[src/rtl/pc_redirect_controller.sv]
// pc_redirect_controller: sequences the program counter. Arbitrates trap > EX > ID redirects,
//   parks a redirect that fetch cannot take yet, issues IF/ID flushes, and owns boot hold-off
//   and halt/resume.
// Latency: outputs are combinational from state + inputs (0 cycles); the PC loads on the edge
//   that ends a pc_we cycle.
// Backpressure: imem_ready low (or hazard_stall for non-trap classes) parks the winning redirect
//   in HOLD with pc_stall=1 until it can advance.
//
// Ports:
//   clk, rst                  core clock (posedge) and asynchronous active-low reset
//   trap_req/trap_target      trap redirect, highest priority, advances on imem_ready alone
//   ex_redirect/ex_target     resolved branch/jump redirect from EX
//   id_redirect/id_target     early jump redirect from ID, lowest priority
//   hazard_stall, imem_ready  advance qualifiers for the PC
//   halt_req, resume          enter / leave HALT
//   pc_we, pc_write_addr      load redirect address into the PC (addr reads 0 when pc_we=0)
//   pc_stall                  freeze the PC
//   flush_if, flush_id        squash the IF / ID stage instruction
//   halted                    controller sits in HALT
//   misalign                  one-cycle pulse: chosen EX/ID target was not word aligned
//
// Optional build macro: PC_REDIRECT_PERF_EN adds output redirect_count[31:0], which counts
//   pc_we pulses (wraps at 2^32, cleared by reset).

module pc_redirect_controller #(
    parameter int unsigned BOOT_CYCLES = 4,
    parameter logic [31:0] TRAP_VECTOR = 32'h0000_0010
) (
    input  logic        clk,
    input  logic        rst,
    input  logic        trap_req,
    input  logic [31:0] trap_target,
    input  logic        ex_redirect,
    input  logic [31:0] ex_target,
    input  logic        id_redirect,
    input  logic [31:0] id_target,
    input  logic        hazard_stall,
    input  logic        imem_ready,
    input  logic        halt_req,
    input  logic        resume,
    output logic        pc_we,
    output logic [31:0] pc_write_addr,
    output logic        pc_stall,
    output logic        flush_if,
    output logic        flush_id,
    output logic        halted,
`ifdef PC_REDIRECT_PERF_EN
    output logic [31:0] redirect_count,
`endif
    output logic        misalign
);

    // ------------------------------------------------------------------
    // Constants
    // ------------------------------------------------------------------
    localparam logic [1:0] ST_BOOT = 2'd0;
    localparam logic [1:0] ST_RUN  = 2'd1;
    localparam logic [1:0] ST_HOLD = 2'd2;
    localparam logic [1:0] ST_HALT = 2'd3;

    // Redirect classes, encoded so a numeric compare gives priority order.
    localparam logic [1:0] CLS_I = 2'd0;
    localparam logic [1:0] CLS_E = 2'd1;
    localparam logic [1:0] CLS_T = 2'd2;

    // BOOT_CYCLES must be at least 1; the counter runs 0 .. BOOT_CYCLES-1.
    localparam int CNT_W = (BOOT_CYCLES > 1) ? $clog2(BOOT_CYCLES) : 1;
    localparam logic [CNT_W-1:0] BOOT_LAST = CNT_W'(BOOT_CYCLES - 1);

    // ------------------------------------------------------------------
    // State
    // ------------------------------------------------------------------
    logic [1:0]       state_q,    state_d;
    logic [CNT_W-1:0] boot_cnt_q, boot_cnt_d;
    logic [31:0]      pend_tgt_q, pend_tgt_d;
    logic [1:0]       pend_cls_q, pend_cls_d;
    // Pending entry came from a misaligned EX/ID target: stops a requester
    // that keeps re-asserting the same bad target from re-pulsing misalign.
    logic             pend_mis_q, pend_mis_d;

    // ------------------------------------------------------------------
    // Request selection: trap > EX > ID. A misaligned EX/ID target is
    // rewritten to TRAP_VECTOR and promoted to trap class, so from here on it
    // behaves exactly like a trap (flush both, advance on imem_ready alone).
    // ------------------------------------------------------------------
    logic        req_vld;
    logic [1:0]  req_cls;
    logic [31:0] req_tgt;
    logic        req_mis;

    always_comb begin
        req_vld = 1'b0;
        req_cls = CLS_I;
        req_tgt = '0;
        req_mis = 1'b0;
        if (trap_req) begin
            req_vld = 1'b1;
            req_cls = CLS_T;
            req_tgt = trap_target;
        end else if (ex_redirect) begin
            req_vld = 1'b1;
            if (ex_target[1:0] != 2'b00) begin
                req_cls = CLS_T;
                req_tgt = TRAP_VECTOR;
                req_mis = 1'b1;
            end else begin
                req_cls = CLS_E;
                req_tgt = ex_target;
            end
        end else if (id_redirect) begin
            req_vld = 1'b1;
            if (id_target[1:0] != 2'b00) begin
                req_cls = CLS_T;
                req_tgt = TRAP_VECTOR;
                req_mis = 1'b1;
            end else begin
                req_cls = CLS_I;
                req_tgt = id_target;
            end
        end
    end

    // Normal advance needs fetch ready and no hazard; traps ignore hazards.
    logic adv_norm;
    logic req_adv;
    assign adv_norm = imem_ready & ~hazard_stall;
    assign req_adv  = (req_cls == CLS_T) ? imem_ready : adv_norm;

    // ------------------------------------------------------------------
    // HOLD replacement: an incoming request of equal or higher class
    // overwrites the parked one. The replacement takes effect in the same
    // cycle, so if fetch frees up on that cycle the newest winner issues.
    // ------------------------------------------------------------------
    logic        hold_replace;
    logic [31:0] eff_tgt;
    logic [1:0]  eff_cls;
    logic        eff_mis;
    logic        eff_adv;

    assign hold_replace = req_vld & (req_cls >= pend_cls_q);
    assign eff_tgt      = hold_replace ? req_tgt : pend_tgt_q;
    assign eff_cls      = hold_replace ? req_cls : pend_cls_q;
    assign eff_mis      = hold_replace ? req_mis : pend_mis_q;
    assign eff_adv      = (eff_cls == CLS_T) ? imem_ready : adv_norm;

    // ------------------------------------------------------------------
    // Controller FSM
    // ------------------------------------------------------------------
    logic        issue;      // a redirect is written into the PC this cycle
    logic [31:0] issue_tgt;
    logic [1:0]  issue_cls;
    logic        stall_idle; // pc_stall when no redirect is issued

    always_comb begin
        state_d    = state_q;
        boot_cnt_d = boot_cnt_q;
        pend_tgt_d = pend_tgt_q;
        pend_cls_d = pend_cls_q;
        pend_mis_d = pend_mis_q;
        issue      = 1'b0;
        issue_tgt  = '0;
        issue_cls  = CLS_I;
        stall_idle = 1'b1;
        halted     = 1'b0;
        misalign   = 1'b0;

        case (state_q)
            ST_BOOT: begin
                // Redirects are ignored until the boot hold-off expires.
                if (boot_cnt_q == BOOT_LAST) begin
                    boot_cnt_d = '0;
                    state_d    = ST_RUN;
                end else begin
                    boot_cnt_d = boot_cnt_q + 1'b1;
                end
            end

            ST_RUN: begin
                if (req_vld) begin
                    // Redirect beats a simultaneous halt_req.
                    misalign = req_mis;
                    if (req_adv) begin
                        issue     = 1'b1;
                        issue_tgt = req_tgt;
                        issue_cls = req_cls;
                    end else begin
                        pend_tgt_d = req_tgt;
                        pend_cls_d = req_cls;
                        pend_mis_d = req_mis;
                        state_d    = ST_HOLD;
                    end
                end else begin
                    // Sequential fetch: the PC steps whenever it may advance.
                    stall_idle = ~adv_norm;
                    if (halt_req) begin
                        state_d = ST_HALT;
                    end
                end
            end

            ST_HOLD: begin
                // halt_req has no effect while a redirect is parked.
                misalign = hold_replace & req_mis & ~pend_mis_q;
                if (eff_adv) begin
                    issue     = 1'b1;
                    issue_tgt = eff_tgt;
                    issue_cls = eff_cls;
                    state_d   = ST_RUN;
                end else begin
                    pend_tgt_d = eff_tgt;
                    pend_cls_d = eff_cls;
                    pend_mis_d = eff_mis;
                end
            end

            default: begin // ST_HALT
                // Only a trap breaks out of HALT; EX/ID redirects are dropped.
                if (trap_req) begin
                    if (imem_ready) begin
                        issue     = 1'b1;
                        issue_tgt = trap_target;
                        issue_cls = CLS_T;
                        state_d   = ST_RUN;
                    end else begin
                        pend_tgt_d = trap_target;
                        pend_cls_d = CLS_T;
                        pend_mis_d = 1'b0;
                        state_d    = ST_HOLD;
                    end
                end else begin
                    halted = 1'b1;
                    if (resume) begin
                        state_d = ST_RUN;
                    end
                end
            end
        endcase
    end

    // ------------------------------------------------------------------
    // PC-side outputs. pc_write_addr is zeroed when not writing so a stale
    // target never appears on the bus; pc_we and pc_stall are exclusive.
    // ID-class redirects leave the ID stage alone: the instruction in ID is
    // the jump itself.
    // ------------------------------------------------------------------
    always_comb begin
        pc_we         = issue;
        pc_stall      = issue ? 1'b0 : stall_idle;
        pc_write_addr = issue ? issue_tgt : 32'h0;
        flush_if      = issue;
        flush_id      = issue & (issue_cls != CLS_I);
    end

    always_ff @(posedge clk or negedge rst) begin
        if (!rst) begin
            state_q    <= ST_BOOT;
            boot_cnt_q <= '0;
            pend_tgt_q <= '0;
            pend_cls_q <= CLS_I;
            pend_mis_q <= 1'b0;
        end else begin
            state_q    <= state_d;
            boot_cnt_q <= boot_cnt_d;
            pend_tgt_q <= pend_tgt_d;
            pend_cls_q <= pend_cls_d;
            pend_mis_q <= pend_mis_d;
        end
    end

`ifdef PC_REDIRECT_PERF_EN
    // ------------------------------------------------------------------
    // Redirect counter: one count per pc_we pulse, free-running wrap.
    // ------------------------------------------------------------------
    logic [31:0] redirect_count_q, redirect_count_d;

    always_comb begin
        redirect_count_d = redirect_count_q;
        if (pc_we) begin
            redirect_count_d = redirect_count_q + 32'd1;
        end
    end

    always_ff @(posedge clk or negedge rst) begin
        if (!rst) begin
            redirect_count_q <= '0;
        end else begin
            redirect_count_q <= redirect_count_d;
        end
    end

    assign redirect_count = redirect_count_q;
`endif

endmodule

[config.mk]
export PLATFORM = sky130hd
export DESIGN_NAME = pc_redirect_controller
export DESIGN_NICKNAME = d
export VERILOG_FILES = /design/src/rtl/pc_redirect_controller.sv
export SDC_FILE = /design/constraint.sdc
export NUM_CORES = 1
export LEC_CHECK = 0
export BUFFER_PORTS_ARGS = -buffer_cell sky130_fd_sc_hd__buf_2
export CORE_MARGIN = 3
export CORE_UTILIZATION = 45
export DETAILED_ROUTE_END_ITERATION = 6
export PLACE_DENSITY_LB_ADDON = 0.25
export SLEW_MARGIN = 20
export SYNTH_ARGS = -nofsm -noshare
export SYNTH_HDL_FRONTEND = slang
export SYNTH_SLANG_ARGS = --single-unit
[constraint.sdc]
create_clock -name clk -period 3.9 [get_ports clk]
set_input_delay 0.78 -clock clk [delete_from_list [all_inputs] [get_ports clk]]
set_output_delay 0.78 -clock clk [all_outputs]
set_load 0.02 [all_outputs]
[Word-level counts from Yosys, hierarchy flattened]
Index checks and enable logic that the tools add are counted.
Storage, ports and cells
  output and inout bits: 38
  input bits: 105
  logic and storage cells: 117
  bits in registers: 39
Operators by class
  order comparisons: 1
  $add $sub $neg: 1
  bitwise gates (word level): 9
  mux-type cells: 77
  equal/unequal tests: 14
  reductions and logical operators: 10
Operators with widths (number)
  $mux 32: 17
  $pmux 32 s3: 2
  $mux 2: 25
  $mux 1: 27
  $pmux 2 s3: 3
  $ne 2x2->1 const B: 6
  $eq 2x2->1 const B: 4
  $reduce_and 7->1: 1
  $ne 3x3->1 const B: 2
  $pmux 1 s3: 2
  $reduce_and 6->1: 1
  $reduce_bool 2->1: 3
  $and 1x1->1: 5
  $reduce_and 5->1: 1
  $reduce_bool 5->1: 1
  $not 1->1: 4
  $ne 3x1->1 const B: 1
  $reduce_bool 3->1: 1
  $reduce_or 3->1: 1
  $add 2x1->2 const B: 1
  $eq 2x1->1 const B: 1
  $ge 2x2->1: 1
  $logic_not 2->1: 1
  $pmux 1 s2: 1

[Depth between registers and ports, before layout]
Gate-level depths: netlist (run 1).
  word-level depth: 14
  depth in mapped cells: 12
  gate-level depth less buffers: 9

[Worst setup path before layout (run 1)]
No wires, ideal clock.
  kind: input to output
  from: input trap_req
  to: output pc_write_addr[30]
  buffers on the path: 2
  stages: 11
  data arrival time: 3.548 ns
  required time: 3.120 ns
  setup slack: -0.428 ns
  cells stage by stage: nor4b_4 clkbuf_1 inv_1 ha_1 nor2b_1 a21oi_1 a21boi_1 o31a_1 or3_1 clkbuf_1 o221ai_1
On the way
  cells in the longest elaborated chain, start to end: 9
  elaborated cells on any way between the ends: 22
  classes of those cells: 1 x order compare; 2 x eq/ne; 18 x mux; 1 x bitwise
Ends and longest elaborated chain
  start: declaration: line 31  | input logic trap_req,
  $mux 2: line 96  | if (trap_req) begin
  $ge 2x2->1: line 140  | assign hold_replace = req_vld & (req_cls >= pend_cls_q);
  $and 1x1->1: line 140
  $mux 2: line 142  | assign eff_cls = hold_replace ? req_cls : pend_cls_q;
  $eq 2x2->1: line 144  | assign eff_adv = (eff_cls == CLS_T) ? imem_ready : adv_norm;
  $mux 1: line 144
  $mux 32 / $mux 1 (equally long branches): line 204  | if (eff_adv) begin
  $pmux 32 s3 / $pmux 1 s3 (equally long branches): line 167  | case (state_q)
  $mux 32 *: line 249  | pc_write_addr = issue ? issue_tgt : 32'h0;
  end: declaration: line 42  | output logic [31:0] pc_write_addr,
Every way passes the cells marked *; elsewhere a longest branch is shown, timed or not.

[Final worst setup path (run 1)]
  from: input trap_req
  to: output pc_write_addr[17]
Same word-level chain as after synthesis.

==> impl_metrics.py, run 1 <==
metrics = {
    "synthesis": {
        "synthCells": 432,
        "ys_types": 48,
        "yosys-top-cells-area": "dfrtp_1 28%, a221o_1 8.4%, a222oi_1 8.4%, o221ai_1 8.1%, nor3b_1 6.5%",
        "synth_top_area_share_pct": 28.1,
        "synth_nets": 543,
        "ys_seq_area_share_pct": 28.1,
        "synth.avg_cell_area_um2": 8.04,
        "yosysTopAreaCell": "dfrtp_1",
        "ys_warn_count": 0,
        "async_flop_share_pct": 100,
        "netlist_area_um2": 3470,
        "synth_edf_count": 0,
        "ys_ff_latch": 39,
        "synthFlopType": "dfrtp_1",
    },
    "status": {
        "status": "complete, but fails checks",
        "violations": "DRC, setup timing",
    },
    "sta": {
        "min_period_over_period_pct": 101,
        "worst_slew_pin_slew_ns": 0.897,
        "slew_violations": 0,
        "grt_setup_unrepaired": "true",
        "layout_min_cycle_time_ns": 3.93,
        "fin_skew_ns": 0.00877,
        "setup_violations": 4,
        "hold_viol": 0,
        "setup_ws_ns": -0.0271,
        "fmax_ghz": 0.255,
        "max-slew-margin-rel_pct": 40.2,
    },
    "clock_network": {
        "root_buffer": "clkbuf_8",
        "cts_buffers": 5,
        "clk_latency_ns": 0.29,
        "clockBufferDepth": 2,
        "hold_buffers": 0,
        "clock_sinks": 39,
        "path_clk_slew_ns": 0.08,
        "h-tree-depth": 2,
        "cts_tree": "yes",
    },
    "power_and_ir_drop": {
        "power_leakage_nw": 2.47,
        "ir_worst_vdd_uv": 533,
        "power-per-cell-area_nw_per_um2": 562,
    },
    "setup_path": {
        "reg2reg_from": "pend_cls_q[0]$_DFFE_PN0P_",
        "start_kind": "primary input",
        "cp.arrival_ns": 3.15,
        "crit_start": "trap_req",
        "worstSetupPathType": "in -> out",
        "critical_path_required_ns": 3.12,
        "worst_setup_path_end_kind": "output port",
        "critPathMaxFanout": 7,
    },
    "placed_design": {
        "dp_cells": 682,
        "dp_slack_ns": -0.00932,
        "dp_hpwl_um": 9320,
        "place_area_um2": 5190,
        "port_buffers": 142,
        "place.gp.congestion": 0.883,
    },
    "detailed_routing": {
        "drtAntennaViolNets": 0,
        "drtPass1Iterations": 7,
        "viasPerCell": 6.47,
        "vias": 4490,
        "drt_wl_total_um": 13300,
        "drt_iter0_markers": 390,
        "drc_errors": 10,
        "wl_per_cell_um": 19.2,
    },
    "global_routing": {
        "grt_pass1_vias": 4319,
        "gr-total-overflow": 0,
        "grt_pass1_wl_um": 20600,
        "antenna_found_initial": 0,
        "grtUsageTotal_pct": 29.1,
        "grt_max_degree": 40,
    },
    "floorplan": {
        "ios": 143,
        "die_area_um2": 8810,
        "start_util_pct": 47.1,
        "num_rows": 31,
        "die_h_um": 93.9,
        "coreArea_um2": 7370,
        "die_w_um": 93.9,
    },
    "finish": {
        "post-route-util_pct": 75.6,
        "num_antenna_cells": 0,
        "fin_nets": 706,
        "layout_common_cells": "110 x buf_2, 51 x buf_4, 39 x nand2_1, 39 x dfrtp_1, 38 x a21oi_1",
        "fillers": 548,
        "instances_no_fill": 694,
        "layout-drive-gt1-share_pct": 43.5,
        "final_common_cell": "buf_2",
        "final_cell_area_um2": 5570,
        "layout.area.seq_um2": 976,
        "area_growth_pct": 60.3,
        "multiInputGateArea_um2": 2770,
    },
    "min_path": {
        "hold_start": "pend_tgt_q[8]$_DFFE_PN0P_",
        "min_path_type": "reg -> reg",
    },
    "flow_run": {
        "maxCapViolations": 0,
    },
}
[where the power goes]
group	total [W]	internal [W]	switching (W)
registers	0.000688	0.000581	0.000107
logic	0.00217	0.000935	0.00123
clock network	0.000278	0.000139	0.000139
[what timing repair did]
| item | CTS | global route |
|---|---|---|
| cloned | 0 | 2 |
| endpoints found under the setup margin | 4 | 32 |
| pin swaps | 0 | 6 |
| resized for setup | 4 | 65 |
| buffers inserted | 0 | 3 |
[sequential cells by signal, summed over array words and instances (netlist names)]
register / flops
boot_cnt_q: 2
pend_cls_q: 2
pend_mis_q: 1
pend_tgt_q: 32
state_q: 2
[worst paths after layout]
check	end	slack [ns]	cells after the start
worst max-delay path	pc_write_addr[17]	-0.03	12
worst min-delay path	pend_tgt_q[8]$_DFFE_PN0P_	0.51	1
worst max register to register	pend_tgt_q[13]$_DFFE_PN0P_	1.21	9
worst min register to register	pend_tgt_q[8]$_DFFE_PN0P_	0.51	1
max in group asynchronous	pend_tgt_q[22]$_DFFE_PN0P_	2.72	1
min in group asynchronous	pend_tgt_q[6]$_DFFE_PN0P_	0.61	1
[metal layers]
metal | vias to the layer above | global-route usage, % | part of all wire, %
met5 | - | 0 | 0
met4 | 0 | 10.2 | 2.2
met3 | 38 | 4.25 | 7.2
met2 | 248 | 49.7 | 50
met1 | 2180 | 37.3 | 40
li1 | 2024 | - | -
[worst max-delay path, cell delays in order]
cell and delay, ns:
buf_8 0.10, nor4b_4 0.36, inv_4 0.06, ha_4 0.28, nor2b_4 0.04, o21ai_1 0.17
a21boi_2 0.09, o31a_1 0.30, or3_4 0.42, clkbuf_16 0.22, o221ai_4 0.18, buf_6 0.14
[cell type report]
class,instances,share of cell area (%)
clock buffers,6,1.48
clock inverters,1,0.0899
inverters,36,2.47
multi-input cells,311,49.7
flip-flops and latches,39,17.5
well taps,99,2.22
repair buffers,202,26.6
[synth_stat cells, types with 3 or more instances]
library cell,instances
mux2i_1,3
a222oi_1,29
dfrtp_1,39
nor2_1,38
buf_2,5
nor3_1,5
nand3_1,3
o21ai_1,3
nor3b_1,30
o221ai_1,32
a22o_1,3
mux2_2,3
a221o_1,29
o21ai_0,9
clkbuf_1,37
ha_1,6
a21oi_1,40
inv_1,36
nor2b_1,5
nand2_1,39
[cell families after synthesis]
family                   count (synthesis)  synth area share (%)
flip-flops                              39                  28.1
multiplexers                             6                  1.84
AND/OR/NAND/NOR                        130                  19.3
AO/OA/AOI/OAI                          169                  39.3
adder cells (fa/ha/maj)                  6                  2.16
buffers and inverters                   82                  9.26
[through the flow]
stage	hold WS [ns]	TNS, ns	power (W)
after floorplan	0.456	-0.566	0.00213
after global placement	0.475	0	0.00266
after detailed placement	0.494	-0.0267	0.00272
after CTS	0.515	0	0.00301
after global routing	0.531	-0.983	0.00334
final	0.514	-0.0456	0.00313
Note: power is estimated with default switching activity, not from simulation.
==> run 2, diff against run 1 <==
==> constraint.sdc (replaced) <==
create_clock -name clk -period 3.9 [get_ports clk]
set_input_delay 0.78 -clock clk [delete_from_list [all_inputs] [get_ports clk]]
set_output_delay 0.78 -clock clk [all_outputs]
set_load 0.05 [all_outputs]
==> impl_metrics.py, run 2 (synthesized netlist as in run 1, its figures left out) <==
metrics = {
    "power_and_ir_drop": {
        "seqPwrFrac_pct": 20.4,
        "power.switching_w": 0.00168,
        "power-per-cell-area_nw_per_um2": 608,
        "power_leakage_nw": 2.45,
        "power_frac_clock_pct": 10.4,
        "power.internal_w": 0.00169,
        "ir_worst_vdd_uv": 443,
        "power_frac_comb_pct": 69.2,
        "swShare_pct": 49.8,
        "p_total_w": 0.00337,
    },
    "clock_network": {
        "cts_buffers": 5,
        "path_clk_slew_ns": 0.08,
        "clock_sinks": 39,
        "root_buffer": "clkbuf_8",
        "clockBufferDepth": 2,
        "h-tree-depth": 2,
        "clk_latency_ns": 0.30,
        "cts_tree": "yes",
    },
    "global_routing": {
        "grt_pass1_wl_um": 20400,
        "grt_pass1_vias": 4227,
        "grtUsageTotal_pct": 28.7,
        "gr-total-overflow": 0,
        "antenna_found_initial": 0,
        "grt_max_degree": 42,
    },
    "sta": {
        "setup_ws_ns": -0.0252,
        "setup_tns_ns": -0.167,
        "min_period_over_period_pct": 101,
        "worst_slew_pin_slew_ns": 0.910,
        "max-slew-margin-rel_pct": 39.3,
        "hold_viol": 0,
        "whs_ns": 0.515,
        "fin_skew_ns": 0.0102,
        "layout_min_cycle_time_ns": 3.93,
        "slew_violations": 0,
        "fmax_ghz": 0.255,
        "grt_setup_unrepaired": "true",
        "setup_violations": 16,
    },
    "floorplan": {
        "num_rows": 31,
        "die_area_um2": 8810,
        "die_h_um": 93.9,
        "ios": 143,
        "coreArea_um2": 7370,
        "die_w_um": 93.9,
        "start_util_pct": 47.1,
    },
    "placed_design": {
        "dp_cells": 684,
        "place.gp.congestion": 0.964,
        "port_buffers": 142,
        "dp_hpwl_um": 9290,
    },
    "detailed_routing": {
        "drc_errors": 8,
        "drt_iter0_markers": 320,
        "drtAntennaViolNets": 0,
        "vias": 4358,
        "drt_wl_total_um": 12900,
        "viasPerCell": 6.30,
        "wl_per_cell_um": 18.6,
        "drtPass1Iterations": 7,
    },
    "min_path": {
        "holdPathStages": 1,
        "min_path_type": "reg -> reg",
    },
    "setup_path": {
        "crit_start": "ex_target[0]",
        "start_kind": "primary input",
        "worst_setup_path_end_kind": "output port",
        "r2r_slack_ns": 1.27,
        "worstSetupPathType": "in -> out",
        "critPathMaxFanout": 19,
        "cp.arrival_ns": 3.15,
        "critPathCapture": "pc_write_addr[10]",
        "reg2reg_from": "state_q[0]$_DFFE_PN0P_",
        "reg2reg_depth": 9,
        "critical_path_required_ns": 3.12,
        "reg2reg_to": "pend_tgt_q[22]$_DFFE_PN0P_",
    },
    "finish": {
        "num_antenna_cells": 0,
        "fin_nets": 703,
        "final_common_cell": "buf_2",
        "largest_register_ffs": 32,
        "instances_no_fill": 692,
        "area_growth_pct": 59.5,
        "layout-drive-gt1-share_pct": 44.4,
        "top_register": "pend_tgt_q",
        "layout_common_cells": "107 x buf_2, 52 x buf_4, 39 x a21oi_1, 39 x dfrtp_1, 38 x nand2_1",
    },
    "status": {
        "violations": "DRC, setup timing",
        "status": "complete, but fails checks",
    },
    "flow_run": {
        "maxCapViolations": 0,
    },
}
-- run 2: cell count changes in the layout (fill, tap and decap cells not counted), sizes merged --
cell,previous run,this run
clkbuf,8,7
buf,200,197
clkinv,1,2
bufinv,0,1
-- run 2: power groups by stage --
stage / clock, W / sequential, W / combinational (W)
after floorplan: 0 / 0.000659 / 0.00169
after global placement: 0 / 0.000679 / 0.00217
after detailed placement: 0 / 0.000686 / 0.00221
after CTS: 0.000353 / 0.000681 / 0.00231
after global routing: 0.000369 / 0.000704 / 0.00251
final: 0.000349 / 0.000688 / 0.00233
-- run 2: critical path: stages --
cell and delay, ns:
buf_6 0.10, nor4b_4 0.35, inv_4 0.07, ha_4 0.23
nor2b_4 0.14, nor2_2 0.05, o21a_2 0.20, o31a_1 0.26
or3_4 0.38, buf_12 0.21, o221ai_4 0.18, buf_6 0.18
-- run 2: what timing repair did --
item	CTS	global route
endpoints found under the setup margin	31	36
hold buffers	0	0
buffers inserted	0	0
pin swaps	1	1
gates resized for setup	61	14
-- run 2: per-stage QoR --
stage | area, um2 | setup slack (ns) | utilization (%)
finish | 5540 | -0.0252 | 75.2
global route | 5540 | -0.132 | 75.2
CTS | 5490 | -0.0303 | 74.5
detailed placement | 5180 | -0.105 | 70.4
global placement | 5180 | -0.0636 | 70.4
floorplan | 4120 | -0.185 | -
-- run 2: worst min-delay path by stage --
stage	startpoint	endpoint
after floorplan	pend_tgt_q[8]$_DFFE_PN0P_	pend_tgt_q[8]$_DFFE_PN0P_
after global placement	pend_tgt_q[8]$_DFFE_PN0P_	pend_tgt_q[8]$_DFFE_PN0P_
after detailed placement	pend_tgt_q[8]$_DFFE_PN0P_	pend_tgt_q[8]$_DFFE_PN0P_
after CTS	pend_tgt_q[8]$_DFFE_PN0P_	pend_tgt_q[8]$_DFFE_PN0P_
after global routing	pend_tgt_q[8]$_DFFE_PN0P_	pend_tgt_q[8]$_DFFE_PN0P_
final	pend_tgt_q[8]$_DFFE_PN0P_	pend_tgt_q[8]$_DFFE_PN0P_
-- run 2: layout make-up --
type,count,area (um2)
clock buffers,5,68.8
clock inverters,3,43.8
fillers,549,1830
inverters,36,138
multi-input cells,311,2780
flip-flops and latches,39,976
well taps,99,124
repair buffers,199,1410
-- run 2: routing by layer --
| metal | global-route usage, % | up-vias | wire (um) |
|---|---|---|---|
| li1 | - | 2012 | - |
| met5 | 0 | - | 0 |
| met3 | 4.89 | 19 | 967 |
| met2 | 48.8 | 206 | 6600 |
| met4 | 8.30 | 0 | 189 |
| met1 | 37.4 | 2121 | 5140 |
==> run 3, diff against run 2 <==
--- a/config.mk
+++ b/config.mk
@@ -10,6 +10,7 @@
 export CORE_UTILIZATION = 45
 export DETAILED_ROUTE_END_ITERATION = 6
 export PLACE_DENSITY_LB_ADDON = 0.25
+export SKIP_LAST_GASP = 1
 export SLEW_MARGIN = 20
 export SYNTH_ARGS = -nofsm -noshare
 export SYNTH_HDL_FRONTEND = slang
==> impl_metrics.py, run 3 (synthesized netlist as in run 1, its figures left out) <==
metrics = {
    "status": {
        "status": "complete, but fails checks",
        "violations": "DRC, setup timing",
    },
    "global_routing": {
        "grt_max_degree": 42,
        "grtUsageTotal_pct": 28.7,
        "gr-total-overflow": 0,
        "grt_pass1_vias": 4212,
        "grt_pass1_wl_um": 20400,
        "antenna_found_initial": 0,
    },
    "power_and_ir_drop": {
        "power-per-cell-area_nw_per_um2": 608,
        "power_leakage_nw": 2.45,
        "ir_worst_vdd_uv": 445,
    },
    "placed_design": {
        "place_area_um2": 5180,
        "dp_hpwl_um": 9290,
        "dp_cells": 684,
        "place.gp.congestion": 0.964,
        "port_buffers": 142,
    },
    "finish": {
        "top_register": "pend_tgt_q",
        "multiInputGateArea_um2": 2780,
        "fin_nets": 703,
        "final_common_cell": "buf_2",
        "num_antenna_cells": 0,
        "instances_no_fill": 692,
        "fillers": 550,
        "layout-drive-gt1-share_pct": 44.4,
        "layout.area.seq_um2": 976,
        "final_cell_area_um2": 5540,
        "layout_common_cells": "107 x buf_2, 52 x buf_4, 39 x a21oi_1, 39 x dfrtp_1, 38 x nand2_1",
        "area_growth_pct": 59.4,
        "largest_register_ffs": 32,
    },
    "detailed_routing": {
        "drtPass1Iterations": 7,
        "drc_errors": 5,
        "viasPerCell": 6.32,
        "drtAntennaViolNets": 0,
        "drt_wl_total_um": 12900,
        "wl_per_cell_um": 18.6,
        "vias": 4371,
        "drt_iter0_markers": 426,
    },
    "floorplan": {
        "ios": 143,
        "start_util_pct": 47.1,
        "die_area_um2": 8810,
        "die_w_um": 93.9,
        "die_h_um": 93.9,
        "num_rows": 31,
        "coreArea_um2": 7370,
    },
    "setup_path": {
        "crit_top_cell": "buf_6",
        "reg2reg_depth": 8,
        "critPathBufInv": 4,
        "slowest_delay_ns": 0.38,
        "reg2reg_to": "pend_tgt_q[22]$_DFFE_PN0P_",
        "reg2reg_from": "state_q[1]$_DFFE_PN0P_",
        "r2r_slack_ns": 1.28,
        "cp_slowest_cell": "or3_4",
        "crit_chain": "buf_6, nor4b_4, inv_4, ha_4, nor2b_4, nor2_2, o21a_2, o31a_1, or3_4, buf_12, o221ai_4, buf_6",
        "critPathMaxFanout": 19,
        "worst_setup_path_end_kind": "output port",
        "worstSetupPathType": "in -> out",
        "cp.arrival_ns": 3.15,
        "critPathTopFamily": "simple AND/OR/NAND/NOR gates",
        "crit_start": "ex_target[0]",
        "critical_path_required_ns": 3.12,
        "start_kind": "primary input",
    },
    "sta": {
        "layout_min_cycle_time_ns": 3.93,
        "max-slew-margin-rel_pct": 39.8,
        "setup_violations": 16,
        "fin_skew_ns": 0.00916,
        "worst_slew_pin_slew_ns": 0.903,
        "setup_ws_ns": -0.0319,
        "grt_setup_unrepaired": "true",
        "fmax_ghz": 0.254,
        "min_period_over_period_pct": 101,
        "slew_violations": 0,
        "hold_viol": 0,
    },
    "min_path": {
        "hold-path-endpoint": "pend_tgt_q[8]$_DFFE_PN0P_",
        "holdPathStages": 1,
        "min_path_type": "reg -> reg",
        "hold_start": "pend_tgt_q[8]$_DFFE_PN0P_",
    },
    "clock_network": {
        "cts_buffers": 5,
        "clk_latency_ns": 0.30,
        "path_clk_slew_ns": 0.09,
        "root_buffer": "clkbuf_8",
        "cts_setup_buffers": 0,
        "clock_sinks": 39,
        "h-tree-depth": 2,
        "cts_tree": "yes",
        "clockBufferDepth": 2,
    },
    "flow_run": {
        "maxCapViolations": 0,
    },
}
## run 3: cell counts in the layout (fill, tap and decap cells not counted)
Identical to the previous run, type by type.
## run 3: worst max-delay path by stage
stage	to	slack, ns	cells past startpoint
2_1_floorplan	pc_write_addr[10]	-0.19	11
3_3_place_gp	pc_write_addr[2]	-0.06	12
3_5_place_dp	pc_write_addr[2]	-0.10	10
4_1_cts	pc_write_addr[27]	-0.05	11
5_1_grt	pc_write_addr[21]	-0.13	12
6_report	pc_write_addr[2]	-0.03	12
## run 3: power by group
group          internal (W)  switching [W]  total [W]
logic              0.000919        0.00141    0.00233
registers          0.000581       0.000107   0.000687
clock network      0.000191       0.000160   0.000350
## run 3: area by class of cell
type	count	area share (%)
Clock buffer	5	1.24
Clock inverter	3	0.791
Inverter	36	2.49
Multi-Input combinational cell	311	50.3
Sequential cell	39	17.6
Tap cell	99	2.24
Timing Repair Buffer	199	25.4
## run 3: metrics by stage
| step | TNS, ns | hold slack (ns) | setup slack, ns | total power, W | utilization (%) |
|---|---|---|---|---|---|
| 2_1_floorplan | -4.88 | 0.456 | -0.185 | 0.00235 | - |
| 3_3_place_gp | -1.12 | 0.481 | -0.0636 | 0.00285 | 70.4 |
| 3_5_place_dp | -2.53 | 0.486 | -0.105 | 0.00290 | 70.4 |
| 4_1_cts | -0.197 | 0.514 | -0.0481 | 0.00334 | 74.3 |
| 5_1_grt | -2.90 | 0.533 | -0.133 | 0.00358 | 75.1 |
| 6_report | -0.189 | 0.515 | -0.0319 | 0.00337 | 75.1 |
## run 3: timing repair
action / 4_1_cts / 5_1_grt
endpoints found under the setup margin: 31 / 36
hold buffers: 0 / 0
pin swaps: 0 / 1
resized for setup: 57 / 18
## run 3: metal layers
layer / track usage, % / routed length (um) / up-vias / share of wire (%)
li1: - / - / 2009 / -
met1: 37.5 / 5300 / 2149 / 41
met2: 48.8 / 6440 / 184 / 50
met3: 4.81 / 822 / 29 / 6.4
met4: 8.18 / 288 / 0 / 2.2
met5: 0 / 0 / - / 0
